### src/rtl/freq_meter_pkg.sv
// Shared definitions for the frequency meter and the clock-divider path that feeds it:
// FSM encodings and the default gate length for the 50 MHz system clock.
package freq_meter_pkg;

    typedef enum logic {
        ST_IDLE    = 1'b0,
        ST_MEASURE = 1'b1
    } state_t;

    localparam int unsigned DEFAULT_GATE_CYCLES = 50_000_000;

endpackage

### src/rtl/sync_edge_detect.sv
// Synchronizes an asynchronous level into the clk domain and flags its rising edges.
// rise is combinational from the last sync flop and a one-cycle delay of it.
module sync_edge_detect #(
    parameter int unsigned STAGES = 2
) (
    input  logic clk,
    input  logic rst,
    input  logic d_async,
    output logic q_sync,
    output logic rise
);

    logic [STAGES-1:0] sync_p0;
    logic              dly_p1;

    // Clearing the chain on reset keeps a low input from looking like an edge afterwards.
    always_ff @(posedge clk) begin
        if (rst) begin
            sync_p0 <= '0;
            dly_p1  <= 1'b0;
        end else begin
            sync_p0 <= {sync_p0[STAGES-2:0], d_async};
            dly_p1  <= sync_p0[STAGES-1];
        end
    end

    assign q_sync = sync_p0[STAGES-1];
    assign rise   = sync_p0[STAGES-1] & ~dly_p1;

endmodule

### src/rtl/freq_meter.sv
// Gated frequency counter: counts rising edges of sig_in over back-to-back windows of
// GATE_CYCLES clk periods and publishes each completed window's count with a valid pulse.
module freq_meter
    import freq_meter_pkg::*;
#(
    parameter int unsigned GATE_CYCLES = DEFAULT_GATE_CYCLES,
    parameter int unsigned CNT_W       = 32,
    parameter int unsigned SYNC_STAGES = 2
) (
    input  logic             clk,
    input  logic             rst,
    input  logic             en,
    input  logic             sig_in,
    output logic [CNT_W-1:0] freq,
    output logic             freq_valid,
    output logic             overflow,
    output logic             busy
);

    localparam int unsigned       GATE_W    = $clog2(GATE_CYCLES);
    localparam logic [GATE_W-1:0] GATE_LAST = GATE_W'(GATE_CYCLES - 1);
    localparam logic [CNT_W-1:0]  CNT_MAX   = '1;

    function automatic logic [CNT_W-1:0] sat_inc(input logic [CNT_W-1:0] v, input logic inc);
        return (inc && (v != CNT_MAX)) ? v + CNT_W'(1) : v;
    endfunction

    state_t            state;
    logic [GATE_W-1:0] gate_cnt;
    logic [CNT_W-1:0]  edge_cnt;
    logic              sat;
    logic              rise_p0;
    logic              terminal;
    logic              lost;
    logic [CNT_W-1:0]  cnt_next;

    sync_edge_detect #(
        .STAGES (SYNC_STAGES)
    ) u_sync (
        .clk     (clk),
        .rst     (rst),
        .d_async (sig_in),
        .q_sync  (),
        .rise    (rise_p0)
    );

    assign terminal = (gate_cnt == GATE_LAST);
    assign lost     = rise_p0 && (edge_cnt == CNT_MAX);
    assign cnt_next = sat_inc(edge_cnt, rise_p0);

    // The terminal cycle's own edge is folded into the published count; the next cycle
    // already belongs to the following window, so there is no dead cycle between windows.
    always_ff @(posedge clk) begin
        if (rst) begin
            state      <= ST_IDLE;
            gate_cnt   <= '0;
            edge_cnt   <= '0;
            sat        <= 1'b0;
            freq       <= '0;
            freq_valid <= 1'b0;
            overflow   <= 1'b0;
            busy       <= 1'b0;
        end else begin
            freq_valid <= 1'b0;
            case (state)
                ST_IDLE: begin
                    gate_cnt <= '0;
                    edge_cnt <= '0;
                    sat      <= 1'b0;
                    if (en) begin
                        state <= ST_MEASURE;
                        busy  <= 1'b1;
                    end
                end
                ST_MEASURE: begin
                    if (terminal) begin
                        freq       <= cnt_next;
                        overflow   <= sat | lost;
                        freq_valid <= 1'b1;
                        gate_cnt   <= '0;
                        edge_cnt   <= '0;
                        sat        <= 1'b0;
                        if (!en) begin
                            state <= ST_IDLE;
                            busy  <= 1'b0;
                        end
                    end else if (!en) begin
                        state    <= ST_IDLE;
                        busy     <= 1'b0;
                        gate_cnt <= '0;
                        edge_cnt <= '0;
                        sat      <= 1'b0;
                    end else begin
                        gate_cnt <= gate_cnt + GATE_W'(1);
                        edge_cnt <= cnt_next;
                        sat      <= sat | lost;
                    end
                end
            endcase
        end
    end

endmodule
### config.mk
export PLATFORM = sky130hd
export DESIGN_NAME = freq_meter
export DESIGN_NICKNAME = d
export VERILOG_FILES = /design/src/rtl/freq_meter_pkg.sv /design/src/rtl/sync_edge_detect.sv /design/src/rtl/freq_meter.sv
export SDC_FILE = /design/constraint.sdc
export NUM_CORES = 1
export LEC_CHECK = 0
export BUFFER_PORTS_ARGS = -buffer_cell sky130_fd_sc_hd__buf_2
export CORE_ASPECT_RATIO = 0.8
export CORE_MARGIN = 1.5
export CORE_UTILIZATION = 60
export DETAILED_ROUTE_END_ITERATION = 12
export PLACE_DENSITY = 0.86
export SYNTH_ARGS = -nofsm -noshare
export SYNTH_HDL_FRONTEND = slang
export SYNTH_HIERARCHICAL = 1
export SYNTH_SLANG_ARGS = --single-unit
### constraint.sdc
create_clock -name clk -period 3.51 [get_ports clk]
set_input_delay 0.1755 -clock clk [delete_from_list [all_inputs] [get_ports clk]]
set_output_delay 0.1755 -clock clk [all_outputs]
set_load 0.005 [all_outputs]
[After elaboration in Yosys (flattened, before gate mapping)]
Cells that the tools add are included.
Operators by class
  add/subtract/negate cells: 2
  equality and inequality tests: 5
  muxes and demuxes: 15
  bitwise gates (word level): 4
  reduce and logical (&&, ||, !) cells: 5
Operator list (number)
  two-way mux 32 bit: 3
  case mux 32 bit (2 select lines): 1
  two-way mux 26 bit: 2
  case mux 26 bit (2 select lines): 1
  adder 32 x 1 -> 32 bit (second input constant): 1
  equality test 32 bit (second input constant): 1
  inequality test 32 bit (second input constant): 1
  adder 26 x 1 -> 26 bit (second input constant): 1
  equality test 26 bit (second input constant): 1
  two-way mux 1 bit: 6
  inequality test 2 bit (second input constant): 2
  case mux 1 bit (2 select lines): 2
  AND reduction 2 bit: 2
  logical AND 1 bit: 2
  NOT 1 bit: 2
  OR reduction 2 bit: 1
  AND 1 bit: 1
  OR 1 bit: 1
Storage, ports and cells
  bits in registers: 98
  bits of input ports: 4
  output and inout bits: 35
  logic and storage cells: 41

[Depth between registers and ports, before layout]
  word-level depth: 7
  mapped depth: 9

[Hierarchy]
Netlist, hierarchy kept.
Modules (own cells, without submodules)
  freq_meter: times used 1, cells an instance 437, area an instance 3951.3 um2
  sync_edge_detect: times used 1, cells an instance 7, area an instance 87.6 um2

[Worst setup path after synthesis]
No wires, ideal clock.
  path kind: reg-to-reg
  start: reg u_sync.sync_p0[1]
  end: reg freq[25]
  setup time: 0.079 ns
  data arrival time: 1.939 ns
  data required time: 3.431 ns
  slack: 1.491 ns
  cell stages (with the launch flop): 8
  clock period less this slack: 2.019 ns
  cell sequence: dfxtp_1 > nor2b_2 > inv_1 > or4_4 > a311oi_4 > nand3_1 > xor2_1 > a211oi_2
Between the ends
  longest elaborated chain between the ends: 3
RTL lines
  from (decl): RTL line sync_edge_detect.sv:13  | logic [STAGES-1:0] sync_p0;
  from (signal assigned): RTL line sync_edge_detect.sv:22  | sync_p0 <= {sync_p0[STAGES-2:0], d_async};
  AND 1 bit: RTL line sync_edge_detect.sv:28  | assign rise = sync_p0[STAGES-1] & ~dly_p1;
  named net rise_p0: RTL line freq_meter.sv:32  | logic rise_p0;
  logical AND 1 bit: RTL line freq_meter.sv:25  | return (inc && (v != CNT_MAX)) ? v + CNT_W'(1) : v;
  two-way mux 32 bit: RTL line freq_meter.sv:25
  to (signal assigned): RTL line freq_meter.sv:77  | freq <= cnt_next;
  to (decl): RTL line freq_meter.sv:14  | output logic [CNT_W-1:0] freq,
The timed path passes the listed nets, and every way through them passes these cells.
A chain may end at the register's enable or synchronous reset.

[Worst setup path in the final report]
  start: reg gate_cnt[10]
  end: reg freq[22]
Between the ends
  longest elaborated chain between the ends: 2
RTL lines
  from (decl): RTL line freq_meter.sv:29  | logic [GATE_W-1:0] gate_cnt;
  from (signal assigned): RTL line freq_meter.sv:94  | gate_cnt <= gate_cnt + GATE_W'(1);
  equality test 26 bit: RTL line freq_meter.sv:47  | assign terminal = (gate_cnt == GATE_LAST);
  AND reduction 2 bit (no source line)
No other way between the ends.

==> run summary <==
Leakage = 1.534 nW
Postcts setup bufs = 0
TritonCTS Buffers = 9
Hold Violations, Final = 0
Top-count cell post-synth = nor2_1
Fraction of layout instances using a drive strength above 1 = 15.35%
WP depth = 6
Pin count of the biggest net entering global routing = 59
Crit. End Element = flip-flop
Initial Util = 62.70%
Total wire length = 7.746 mm
Routed Antenna Nets = 0
Total power = 1.867 mW
Status = complete, no violations
Cell Count, Final, Fillers Out = 566
Fin util = 69.68%
Synth Cell Area = 4039 um2
Worst-path cell chain = or4b_1, nor3_1, and4_2, buf_12, nor2_1, a211oi_1
Synth Instances = 444
Setup CP Type = flip-flop to flip-flop
Max cap viols = 0
Synth area leader = dfxtp_1
Clock Tree Buf Depth = 2
Worst-margin pin slew = 646.5 ps
Synth cell count leaders = 107 x nor2_1, 98 x dfxtp_1, 28 x a211oi_1, 28 x xor2_1, 27 x nand2_1
# port buffers = 38
Final Max Slew Viols = 0
Global-route wire length before repair = 13.17 mm
Synth warn = 6
# diodes = 0
DRC viols = 0
Num ports = 39
Number of synthesized flops with an enable pin = 0
Fmax = 409.9 MHz
Worst-case vdd ir drop = 0.3357 mV
Worst endpoint data arrival time = 2720 ps
Core Area = 6441 um2
Clock Root Buffer = clkbuf_8
Vias in the first global route = 2903
Most used flip-flop cell after synthesis = dfxtp_1
HPWL after detailed placement = 5.355 mm
CTS H-tree depth = 3
Placer's final routability congestion estimate = 0.8229
Synth unique cells = 38
Synth area leaders = dfxtp_1 49%, nor2_1 9.9%, xor2_1 6.1%, a211oi_1 5.2%, xnor2_1 5.2%
Synth Register Bits = 98
Die Y = 76.39 um
Average size of a mapped cell = 9.097 um2
Min cycle time layout = 2440 ps
Final critical-path share of the clock period = 69.51%
Synth top area share = 48.57%
Crit path launch type = flip-flop
Critical path buffer and inverter count = 1
Post-route setup slack = 1070 ps
Initial detailed-routing violation count = 176
Initial antenna violation count = 0
Worst-Skew Late Latency = 370 ps
RSZ-0062 raised after global routing = false
CTS tree = done
Syn_nets = 451
Die width = 94.73 um
Worst relative slew slack = 56.58%
Critical path's top delay family = simple AND/OR/NAND/NOR gates
Area delta synth->final = 11.12%
DR pass1 iterations = 4
Vias/cell = 5.580
Crit-path slowest cell = and4_2
CP Max Fanout = 35
Critical path data required time = 3790 ps
Place WS = 1122 ps
Clk_skew = 10.11 ps
CTS clock-pin slew for the worst setup and hold paths = 90 ps
Post-synth ARST share = 0%
Hold Crit Depth = 2
WL/cell = 13.69 um
Final Net Count = 484
Post-synthesis sequential area ratio = 48.57%
Clk sinks = 98
Die area = 7236 um2
Final setup TNS = 0 ps
Min-Delay Path Class = primary input to flip-flop
Placed Cells incl. Taps = 549
Gr ovfl total = 0
FF-to-FF path depth = 6
GRT Overall Usage = 23.33%
Finish-stage setup viols = 0
Pwr Density = 416.0 nW/um2
Row count = 26
Critical Path Max Stage Delay = 670 ps
DR vias = 3158
[placed cells by master (no fill, tap or decap), types with 3 or more instances in the layout]
cell      synthesis  final
nand2_1          27     27
and4_1            5      4
nor2b_1           5      5
clkbuf_8          0      9
a21oi_1           3      3
nand3_1          21     21
nand4_2           4      4
xnor2_1          24     24
nor3_1           10     10
a211oi_2          3      3
buf_2            10     38
a211oi_1         28     28
inv_1             7      7
nor2_1          107    107
nand2b_1          3      3
dfxtp_1          98     98
nand4_1          10     10
xor2_1           28     28
and3_1           13     13
o211ai_1          3      3
ha_1              3      3
[power by group]
| part | total, mW | switching [mW] | internal, mW |
|---|---|---|---|
| clock network | 0.723 | 0.388 | 0.335 |
| registers | 1.12 | 0.00219 | 1.11 |
| logic | 0.0275 | 0.0192 | 0.00828 |
[per-stage QoR]
| step | instance area, um2 | hold WS [ps] |
|---|---|---|
| 2_1_floorplan | 4039 | 247.1 |
| 3_3_place_gp | 4283 | 394.8 |
| 3_5_place_dp | 4283 | 394.6 |
| 4_1_cts | 4488 | 66.07 |
| 5_1_grt | 4488 | 79.30 |
| 6_report | 4488 | 77.23 |
[sequential cells by signal, summed over array words and instances (netlist names)]
| signal | count |
|---|---|
| freq | 32 |
| busy | 1 |
| state | 1 |
| freq_valid | 1 |
| sat | 1 |
| u_sync/sync_p0 | 2 |
| overflow | 1 |
| gate_cnt | 26 |
| u_sync/dly_p1 | 1 |
| edge_cnt | 32 |
[layout make-up]
cell class | instances | area (um2)
Multi-Input combinational cell | 319 | 1964
Sequential cell | 98 | 1962
Fill cell | 496 | 1953
Timing Repair Buffer | 42 | 235.2
Clock buffer | 11 | 131.4
Tap cell | 84 | 105.1
Clock inverter | 5 | 63.81
Inverter | 7 | 26.28
[worst reg2reg max path, delay by kind of cell (launching register included)]
family,cells,cell delay (ps)
AOI/OAI and AO/OA,1,220
buffers and inverters,1,270
DFF,1,350
and+or+nand+nor,4,1520
[kinds of logic after synthesis]
logic type | Yosys count | share of synthesized area, %
simple gates | 218 | 26.64
fa+ha+maj | 3 | 0.9295
compound gates | 43 | 8.984
mux | 3 | 0.7745
buf+inv | 27 | 2.819
flops | 98 | 48.57
xor+xnor | 52 | 11.28
[final timing paths]
| check | start | slack (ps) | to |
|---|---|---|---|
| worst max-delay path | gate_cnt[10]$_SDFF_PP0_ | 1070 | freq[22]$_SDFFE_PP0P_ |
| worst min-delay path | en | 80 | state$_SDFF_PP0_ |
| worst max register to register | gate_cnt[10]$_SDFF_PP0_ | 1070 | freq[22]$_SDFFE_PP0P_ |
| worst min register to register | gate_cnt[0]$_SDFF_PP0_ | 440 | gate_cnt[0]$_SDFF_PP0_ |
[repair_timing]
item | 4_1_cts | 5_1_grt
hold buffers | 1 | 0
hold endpoints to repair | 1 | 0
resized for setup | 0 | 0
setup endpoints to repair | 0 | 0
[routing by layer]
metal / track usage (%) / vias up / wire [um]
met1: 29.33 / 1486 / 3528
met2: 37.71 / 82 / 3675
met5: 0 / - / 0
met4: 7.910 / 0 / 93
li1: - / 1582 / -
met3: 7.186 / 8 / 448
Power figures use the tool's default switching activity.
